===== src/rtl/ps2_pkg.sv =====
// Shared definitions for the PS/2 scancode receiver: frame FSM states and
// the scancode values that are recognised as prefixes or modifier keys.
package ps2_pkg;

   typedef enum logic [1:0] {
      IDLE   = 2'd0,
      DATA   = 2'd1,
      PARITY = 2'd2,
      STOP   = 2'd3
   } ps2_state_e;

   localparam logic [7:0] SC_E0     = 8'hE0;
   localparam logic [7:0] SC_F0     = 8'hF0;
   localparam logic [7:0] SC_LSHIFT = 8'h12;
   localparam logic [7:0] SC_RSHIFT = 8'h59;
   localparam logic [7:0] SC_CTRL   = 8'h14;
   localparam logic [7:0] SC_ALT    = 8'h11;

   // PS/2 uses odd parity: data bits plus parity bit hold an odd number of ones.
   function automatic logic odd_parity_ok(input logic [7:0] data, input logic par);
      return ^{data, par};
   endfunction

endpackage


===== src/rtl/ps2_sync_edge.sv =====
// Two-flop synchronizers for the PS/2 clock and data lines plus a registered
// falling-edge strobe on ps2 clock, with data delayed to stay aligned to it.
module ps2_sync_edge (
   input  logic clk,
   input  logic reset,
   input  logic ps2_clk_i,
   input  logic ps2_data_i,
   output logic fall_o,
   output logic data_o
);

   // clk_pipe: [0] metastability stage, [1] synchronized, [2] previous synchronized
   logic [2:0] clk_pipe_q,  clk_pipe_d;
   logic [1:0] data_pipe_q, data_pipe_d;
   logic       fall_q,      fall_d;
   logic       data_q,      data_d;

   always_comb begin
      clk_pipe_d  = {clk_pipe_q[1:0], ps2_clk_i};
      data_pipe_d = {data_pipe_q[0], ps2_data_i};
      fall_d      = clk_pipe_q[2] & ~clk_pipe_q[1];
      data_d      = data_pipe_q[1];
   end

   // NOTE: sequential state uses non-blocking assignments so every flop samples
   // pre-edge values; blocking here would collapse the synchronizer stages.
   always_ff @(posedge clk) begin
      if (reset) begin
         clk_pipe_q  <= 3'b111;
         data_pipe_q <= 2'b11;
         fall_q      <= 1'b0;
         data_q      <= 1'b1;
      end else begin
         clk_pipe_q  <= clk_pipe_d;
         data_pipe_q <= data_pipe_d;
         fall_q      <= fall_d;
         data_q      <= data_d;
      end
   end

   assign fall_o = fall_q;
   assign data_o = data_q;

endmodule


===== src/rtl/ps2_scancode_receiver.sv =====
// PS/2 keyboard receiver: frames bytes, folds E0/F0 prefixes into flags and
// strobes each scancode. Define PS2_MODIFIER_TRACK_EN to track shift/ctrl/alt.
module ps2_scancode_receiver #(
   parameter int TIMEOUT_CYCLES = 16384
) (
   input  logic       clk,
   input  logic       reset,
   input  logic       ps2Clk,
   input  logic       ps2Data,
   output logic [7:0] code,
   output logic       codeValid,
   output logic       codeE0,
   output logic       codeRelease,
   output logic       frameError,
   output logic       shift,
   output logic       ctrl,
   output logic       alt,
   output logic       debugE0,
   output logic       debugF0
);

   import ps2_pkg::*;

   localparam int                CNT_W        = $clog2(TIMEOUT_CYCLES + 1);
   localparam logic [CNT_W-1:0] TIMEOUT_LAST = CNT_W'(TIMEOUT_CYCLES - 1);

   logic ps2_fall;
   logic ps2_bit;

   ps2_sync_edge u_sync_edge (
      .clk        (clk),
      .reset      (reset),
      .ps2_clk_i  (ps2Clk),
      .ps2_data_i (ps2Data),
      .fall_o     (ps2_fall),
      .data_o     (ps2_bit)
   );

   ps2_state_e       state_q,      state_d;
   logic [2:0]       bit_cnt_q,    bit_cnt_d;
   logic [7:0]       shreg_q,      shreg_d;
   logic             parity_ok_q,  parity_ok_d;
   logic [CNT_W-1:0] tmo_cnt_q,    tmo_cnt_d;
   logic [7:0]       code_q,       code_d;
   logic             code_valid_q, code_valid_d;
   logic             code_e0_q,    code_e0_d;
   logic             code_rel_q,   code_rel_d;
   logic             frame_err_q,  frame_err_d;
   logic             pend_e0_q,    pend_e0_d;
   logic             pend_f0_q,    pend_f0_d;
   logic             byte_done;
   logic             deliver;

   // NOTE: every signal written here gets a default first, so no path through
   // the case/if tree can leave one unassigned and infer a latch.
   always_comb begin
      state_d      = state_q;
      bit_cnt_d    = bit_cnt_q;
      shreg_d      = shreg_q;
      parity_ok_d  = parity_ok_q;
      tmo_cnt_d    = tmo_cnt_q;
      code_d       = code_q;
      code_valid_d = 1'b0;
      code_e0_d    = code_e0_q;
      code_rel_d   = code_rel_q;
      frame_err_d  = 1'b0;
      pend_e0_d    = pend_e0_q;
      pend_f0_d    = pend_f0_q;
      byte_done    = 1'b0;
      deliver      = 1'b0;

      // Silence watchdog: only a stalled partial frame can time out.
      if (ps2_fall || state_q == IDLE) begin
         tmo_cnt_d = '0;
      end else if (tmo_cnt_q == TIMEOUT_LAST) begin
         tmo_cnt_d   = '0;
         state_d     = IDLE;
         bit_cnt_d   = 3'd0;
         frame_err_d = 1'b1;
      end else begin
         tmo_cnt_d = tmo_cnt_q + 1'b1;
      end

      if (ps2_fall) begin
         case (state_q)
            IDLE: begin
               if (!ps2_bit) begin
                  state_d   = DATA;
                  bit_cnt_d = 3'd0;
               end
            end
            DATA: begin
               shreg_d   = {ps2_bit, shreg_q[7:1]};
               bit_cnt_d = bit_cnt_q + 3'd1;
               if (bit_cnt_q == 3'd7) state_d = PARITY;
            end
            PARITY: begin
               parity_ok_d = odd_parity_ok(shreg_q, ps2_bit);
               state_d     = STOP;
            end
            STOP: begin
               state_d = IDLE;
               if (ps2_bit && parity_ok_q) byte_done   = 1'b1;
               else                        frame_err_d = 1'b1;
            end
            default: state_d = IDLE;
         endcase
      end

      if (byte_done) begin
         if (shreg_q == SC_E0) begin
            pend_e0_d = 1'b1;
         end else if (shreg_q == SC_F0) begin
            pend_f0_d = 1'b1;
         end else begin
            deliver      = 1'b1;
            code_d       = shreg_q;
            code_valid_d = 1'b1;
            code_e0_d    = pend_e0_q;
            code_rel_d   = pend_f0_q;
            pend_e0_d    = 1'b0;
            pend_f0_d    = 1'b0;
         end
      end
   end

   always_ff @(posedge clk) begin
      if (reset) begin
         state_q      <= IDLE;
         bit_cnt_q    <= 3'd0;
         shreg_q      <= 8'h00;
         parity_ok_q  <= 1'b0;
         tmo_cnt_q    <= '0;
         code_q       <= 8'h00;
         code_valid_q <= 1'b0;
         code_e0_q    <= 1'b0;
         code_rel_q   <= 1'b0;
         frame_err_q  <= 1'b0;
         pend_e0_q    <= 1'b0;
         pend_f0_q    <= 1'b0;
      end else begin
         state_q      <= state_d;
         bit_cnt_q    <= bit_cnt_d;
         shreg_q      <= shreg_d;
         parity_ok_q  <= parity_ok_d;
         tmo_cnt_q    <= tmo_cnt_d;
         code_q       <= code_d;
         code_valid_q <= code_valid_d;
         code_e0_q    <= code_e0_d;
         code_rel_q   <= code_rel_d;
         frame_err_q  <= frame_err_d;
         pend_e0_q    <= pend_e0_d;
         pend_f0_q    <= pend_f0_d;
      end
   end

   assign code        = code_q;
   assign codeValid   = code_valid_q;
   assign codeE0      = code_e0_q;
   assign codeRelease = code_rel_q;
   assign frameError  = frame_err_q;
   assign debugE0     = pend_e0_q;
   assign debugF0     = pend_f0_q;

`ifdef PS2_MODIFIER_TRACK_EN
   logic lshift_q, lshift_d;
   logic rshift_q, rshift_d;
   logic ctrl_q,   ctrl_d;
   logic alt_q,    alt_d;

   // E0-prefixed 0x12/0x59 are the fake shifts some keys emit, so shift ignores them.
   always_comb begin
      lshift_d = lshift_q;
      rshift_d = rshift_q;
      ctrl_d   = ctrl_q;
      alt_d    = alt_q;
      if (deliver) begin
         case (shreg_q)
            SC_LSHIFT: if (!pend_e0_q) lshift_d = ~pend_f0_q;
            SC_RSHIFT: if (!pend_e0_q) rshift_d = ~pend_f0_q;
            SC_CTRL:   ctrl_d = ~pend_f0_q;
            SC_ALT:    alt_d  = ~pend_f0_q;
            default:   ;
         endcase
      end
   end

   always_ff @(posedge clk) begin
      if (reset) begin
         lshift_q <= 1'b0;
         rshift_q <= 1'b0;
         ctrl_q   <= 1'b0;
         alt_q    <= 1'b0;
      end else begin
         lshift_q <= lshift_d;
         rshift_q <= rshift_d;
         ctrl_q   <= ctrl_d;
         alt_q    <= alt_d;
      end
   end

   assign shift = lshift_q | rshift_q;
   assign ctrl  = ctrl_q;
   assign alt   = alt_q;
`else
   assign shift = 1'b0;
   assign ctrl  = 1'b0;
   assign alt   = 1'b0;
`endif

endmodule

===== config.mk =====
export PLATFORM = sky130hd
export DESIGN_NAME = ps2_scancode_receiver
export DESIGN_NICKNAME = d
export VERILOG_FILES = /design/src/rtl/ps2_pkg.sv /design/src/rtl/ps2_sync_edge.sv /design/src/rtl/ps2_scancode_receiver.sv
export SDC_FILE = /design/constraint.sdc
export NUM_CORES = 1
export LEC_CHECK = 0
export BUFFER_PORTS_ARGS = -buffer_cell sky130_fd_sc_hd__clkbuf_2
export CAP_MARGIN = 25
export CELL_PAD_IN_SITES_DETAIL_PLACEMENT = 0
export CELL_PAD_IN_SITES_GLOBAL_PLACEMENT = 2
export CORE_MARGIN = 3
export CORE_UTILIZATION = 38
export CTS_CLUSTER_SIZE = 25
export DETAILED_ROUTE_END_ITERATION = 8
export PLACE_DENSITY = 0.78
export SLEW_MARGIN = 20
export SYNTH_ARGS = -nofsm -noshare
export SYNTH_HDL_FRONTEND = slang
export SYNTH_SLANG_ARGS = --single-unit

===== constraint.sdc =====
create_clock -name clk -period 2.35 [get_ports clk]
set_input_delay 0.1175 -clock clk [delete_from_list [all_inputs] [get_ports clk]]
set_output_delay 0.1175 -clock clk [all_outputs]
set_load 0.02 [all_outputs]

-- After elaboration in Yosys (flattened, before gate mapping)
Index checks and enable logic that the tools add are counted.
- flip-flop bits (word level): 50
- input port bits: 4
- logic and storage cells: 65
- $add $sub $neg: 2
- eq/ne operators: 8
- mux-type cells: 23
- bitwise logic cells: 5
- reductions and logical operators: 11
- operators with widths (kind ; number):
    equality test 8 bit, second input constant ; 2
    adder 15 x 1 -> 15 bit, second input constant ; 1
    equality test 15 x 14 -> 1 bit, second input constant ; 1
    two-way mux 1 bit ; 12
    two-way mux 3 bit ; 4
    two-way mux 2 bit ; 5
    parity 9 bit ; 1
    one-hot mux 2 bit (4 select lines) ; 1
    AND reduction 2 bit ; 4
    one-hot mux 3 bit (2 select lines) ; 1
    OR reduction 3 bit ; 2
    equality test 2 bit, second input constant ; 2
    inverter 1 bit ; 4
    adder 3 x 1 -> 3 bit, second input constant ; 1
    equality test 3 bit, second input constant ; 1
    AND reduction 3 bit ; 1
    equality test 2 x 1 -> 1 bit, second input constant ; 1
    zero test 2 bit ; 1
    inequality test 2 bit, second input constant ; 1
    AND 1 bit ; 1
    logical AND 1 bit ; 1
    logical OR 1 bit ; 1

-- Longest topological paths before layout
- depth after elaboration: 6
- gate-level depth with buffers: 7

-- By module
Synthesis repeated with hierarchy kept, for this count alone.
- cell total of the unflattened synthesis: 207
- area, all modules: 2047.0 um^2
- modules (own cells, without submodules) (module ; times used ; cells an instance ; area each (um^2) ; sequential area each (um^2)):
    ps2_scancode_receiver ; 1 ; 193 ; 1861.8 ; 860.8
    ps2_sync_edge ; 1 ; 14 ; 185.2 ; 140.1

-- Least setup slack after synthesis
Ideal clock, no wire load.
- path kind: reg-to-reg
- start point: register tmo_cnt_q[4]
- end point: register tmo_cnt_q[8]
- setup time: 0.115 ns
- arrival: 1.497 ns
- required time: 2.235 ns
- setup slack: 0.739 ns
- stages on the path, launching flop included: 7
- period minus slack after synthesis: 1.611 ns
- cells stage by stage: dfxtp_1 > nand4_2 > or4_1 > buf_2 > nand2_2 > buf_4 > nor2_1
- word-level cells in the longest chain between the ends: 2
- ends and longest elaborated chain (element ; RTL line ; source):
    from (decl) ; ps2_scancode_receiver.sv:43 ; logic [CNT_W-1:0] tmo_cnt_q, tmo_cnt_d;
    from (signal assigned) ; ps2_scancode_receiver.sv:146 ; tmo_cnt_q <= tmo_cnt_d;
    branches (longest 2 deep; another with adder 15 x 1 -> 15 bit) ; n/a ;
Several ways; the timed one is not identified.
A chain may end at the register's enable or synchronous reset.

-- Worst setup path after layout
- start point: register tmo_cnt_q[0]
- end point: register tmo_cnt_q[4]
The elaborated chain is that of the path after synthesis.

==> results_dict.tcl <==
set metrics [dict create \
    outcome "complete, no violations" \
    finalCritPeriodShare 0.8002 \
    max_freq_mhz 531.8 \
    p_leak_nw 0.8261 \
    fp.dieH_um 79.06 \
    initial_utilization 0.4104 \
    dieArea_sq_um 6250 \
    slowest_stage "or4_1" \
    gr-total-overflow 0 \
    dp_hpwl_um 2705 \
    worst_hold_slack_ns 0.1652 \
    synth_commonest_cells "dfxtp_1 (50), nand2_1 (26), nor2_1 (21)" \
    drtAntennaViolNets 0 \
    fillers 525 \
    yosys.cell_types.count 43 \
    fin_setup_tns_ns 0 \
    post_cts_resize_count 0 \
    drtIter0Drc 112 \
    critPathMaxFanout 12 \
    cp-start-kind "register" \
    hold_viol 0 \
    cts_tree "built" \
    syn_inst 217 \
    critPathRequiredTime_ns 2.54 \
    antenna_cells 0 \
    cts_buffer_depth 2 \
    grt_use_total 0.1380 \
    ys_seq_area_frac 0.4935 \
    cp_cell_sequence "ha_1 > nand4b_1 > or4_1 > nand2_2 > nor2_1" \
    drc 0 \
    netlist_top_cells_area "dfxtp_1 (49%), xnor2_1 (5.2%), nand2_1 (4.8%)" \
    grt_pass1_vias 1436 \
    yosysMostFrequentCell "dfxtp_1" \
    finalCriticalPeriod_ns 1.881 \
    wire_per_inst_um 12.90 \
    ys.flop_type "dfxtp_1" \
    h-tree-depth 2 \
    ys_async_sr_fraction 0 \
    hold_class "in2reg" \
    grt_max_degree 16 \
    dr.pass1.iters 4 \
    rows 25 \
    wl_um 3870 \
    layout-drive-gt1-share 0.1588 \
    rsz0062_at_grt "no" \
    vias 1510 \
    worst_slew_pin_slew_ns 0.6875 \
    clock_tree.root_cell "clkbuf_8" \
    synth_edf_count 0 \
    gp_congestion 0.7813 \
    setup_viol 0 \
    grt_pass1_wl_um 6720 \
    max_cap_viol_count 0 \
    cp.arrival_ns 2.07 \
    avgSynthCellArea_sq_um 9.347 \
    critical-path-max-stage-delay_ns 0.59 \
    skew_ns 0.006061 \
    irDropWorstVdd_uv 357.5 \
    fin_nets 240 \
    cts.clk_slew.worst_paths_ns 0.09 \
    synth.top_cell.area_share 0.4935 \
    p_per_area_nw_per_um2 607.8 \
    finalMaxSlewViolations 0 \
    viasPerCell 5.033 \
    synth_area_leader_cell "dfxtp_1" \
    antenna_found_initial 0 \
    cp-end-kind "register" \
    pin_count 21 \
    crit_type "reg2reg" \
    coreArea_sq_um 4942 \
    clk-insertion-delay-late_ns 0.30 \
    port_buffers 17 \
    synth_seq_cells 50 \
    slew_headroom 0.5400 \
    synthesis.area_sq_um 2028 \
    synth_warnings 0 \
    numClockSinks 50 \
    die_w_um 79.06 \
    area_growth_pct 10.36 \
    cts-buffers-inserted 5 \
]
[power by group]
group / leakage, nW / switching (W) / internal (W)
clock network: 0.0438 / 0.000271 / 0.000200
logic: 0.378 / 0.0000212 / 0.0000115
registers: 0.404 / 0.00000424 / 0.000852
[layer usage]
layer,GRT usage,wire [um]
met3,0.04875,206
met2,0.2104,1689
met5,0,0
met4,0.04296,42
met1,0.1825,1931
[through the flow]
step | total power [W] | instance area [sq um] | utilization | cells | setup slack, ns
after floorplan | 0.0009048 | 2036 | - | 219 | 0.7388
after global placement | 0.0009061 | 2140 | 0.4329 | 291 | 0.5456
after detailed placement | 0.0009067 | 2140 | 0.4329 | 291 | 0.5018
after CTS | 0.001381 | 2238 | 0.4529 | 300 | 0.4896
after global routing | 0.001427 | 2238 | 0.4529 | 300 | 0.3406
final | 0.001360 | 2238 | 0.4529 | 300 | 0.4694
[repair_timing]
item | CTS | global route
hold buffers | 2 | 0
hold endpoints to repair | 2 | 0
setup buffers | 0 | 0
[flip-flops by register name, summed over array words and instances, names as in the netlist, 2 cells and up]
signal and count:
tmo_cnt_q 15, code 8, shreg_q 8, bit_cnt_q 3, u_sync_edge.clk_pipe_q 3, state_q 2, u_sync_edge.data_pipe_q 2
[cells by family (layout without fill, tap and decap cells)]
group                    count (synthesis)  after routing  synth area share
AO/OA/AOI/OAI                           41             41            0.1444
XOR/XNOR                                17             17           0.08019
adder cells (fa/ha/maj)                  3              3           0.01851
buffers and inverters                   18             32           0.04504
flip-flops                              50             50            0.4935
other                                    1              3          0.001849
AND/OR/NAND/NOR                         87             87            0.2165
[cell usage in the layout, fill, tap and decap left out, drive strengths merged, types with 5 or more instances in the layout]
master / instances
nor2: 22
nand3: 5
a22o: 9
or2: 6
clkbuf: 22
a21oi: 15
dfxtp: 50
inv: 5
o211ai: 6
xnor2: 12
nand2: 27
[critical path, delay by kind of cell, from the launching register on]
family | cells | cell delay (ns)
adder cells (fa/ha/maj) | 1 | 0.30
flip-flops | 1 | 0.38
AND/OR/NAND/NOR | 4 | 1.07
[final timing paths]
check	slack, ns	start	depth (start not counted)	end
hold / removal	0.17	reset	2	bit_cnt_q[1]
setup / recovery	0.47	tmo_cnt_q[0]	5	tmo_cnt_q[4]
setup reg to reg	0.47	tmo_cnt_q[0]	5	tmo_cnt_q[4]
hold reg to reg	0.41	u_sync_edge.clk_pipe_q[2]	2	u_sync_edge.fall_o
[final cells by class]
cell class | instances | area (sq um) | share of cell area
Tap cell | 67 | 83.83 | 0.03745
Clock buffer | 5 | 68.82 | 0.03074
Clock inverter | 2 | 10.01 | 0.004472
Timing Repair Buffer | 20 | 112.6 | 0.05031
Inverter | 5 | 18.77 | 0.008385
Multi-Input combinational cell | 151 | 943.4 | 0.4215
Sequential cell | 50 | 1001 | 0.4472
Note: power is estimated with default switching activity, not from simulation.
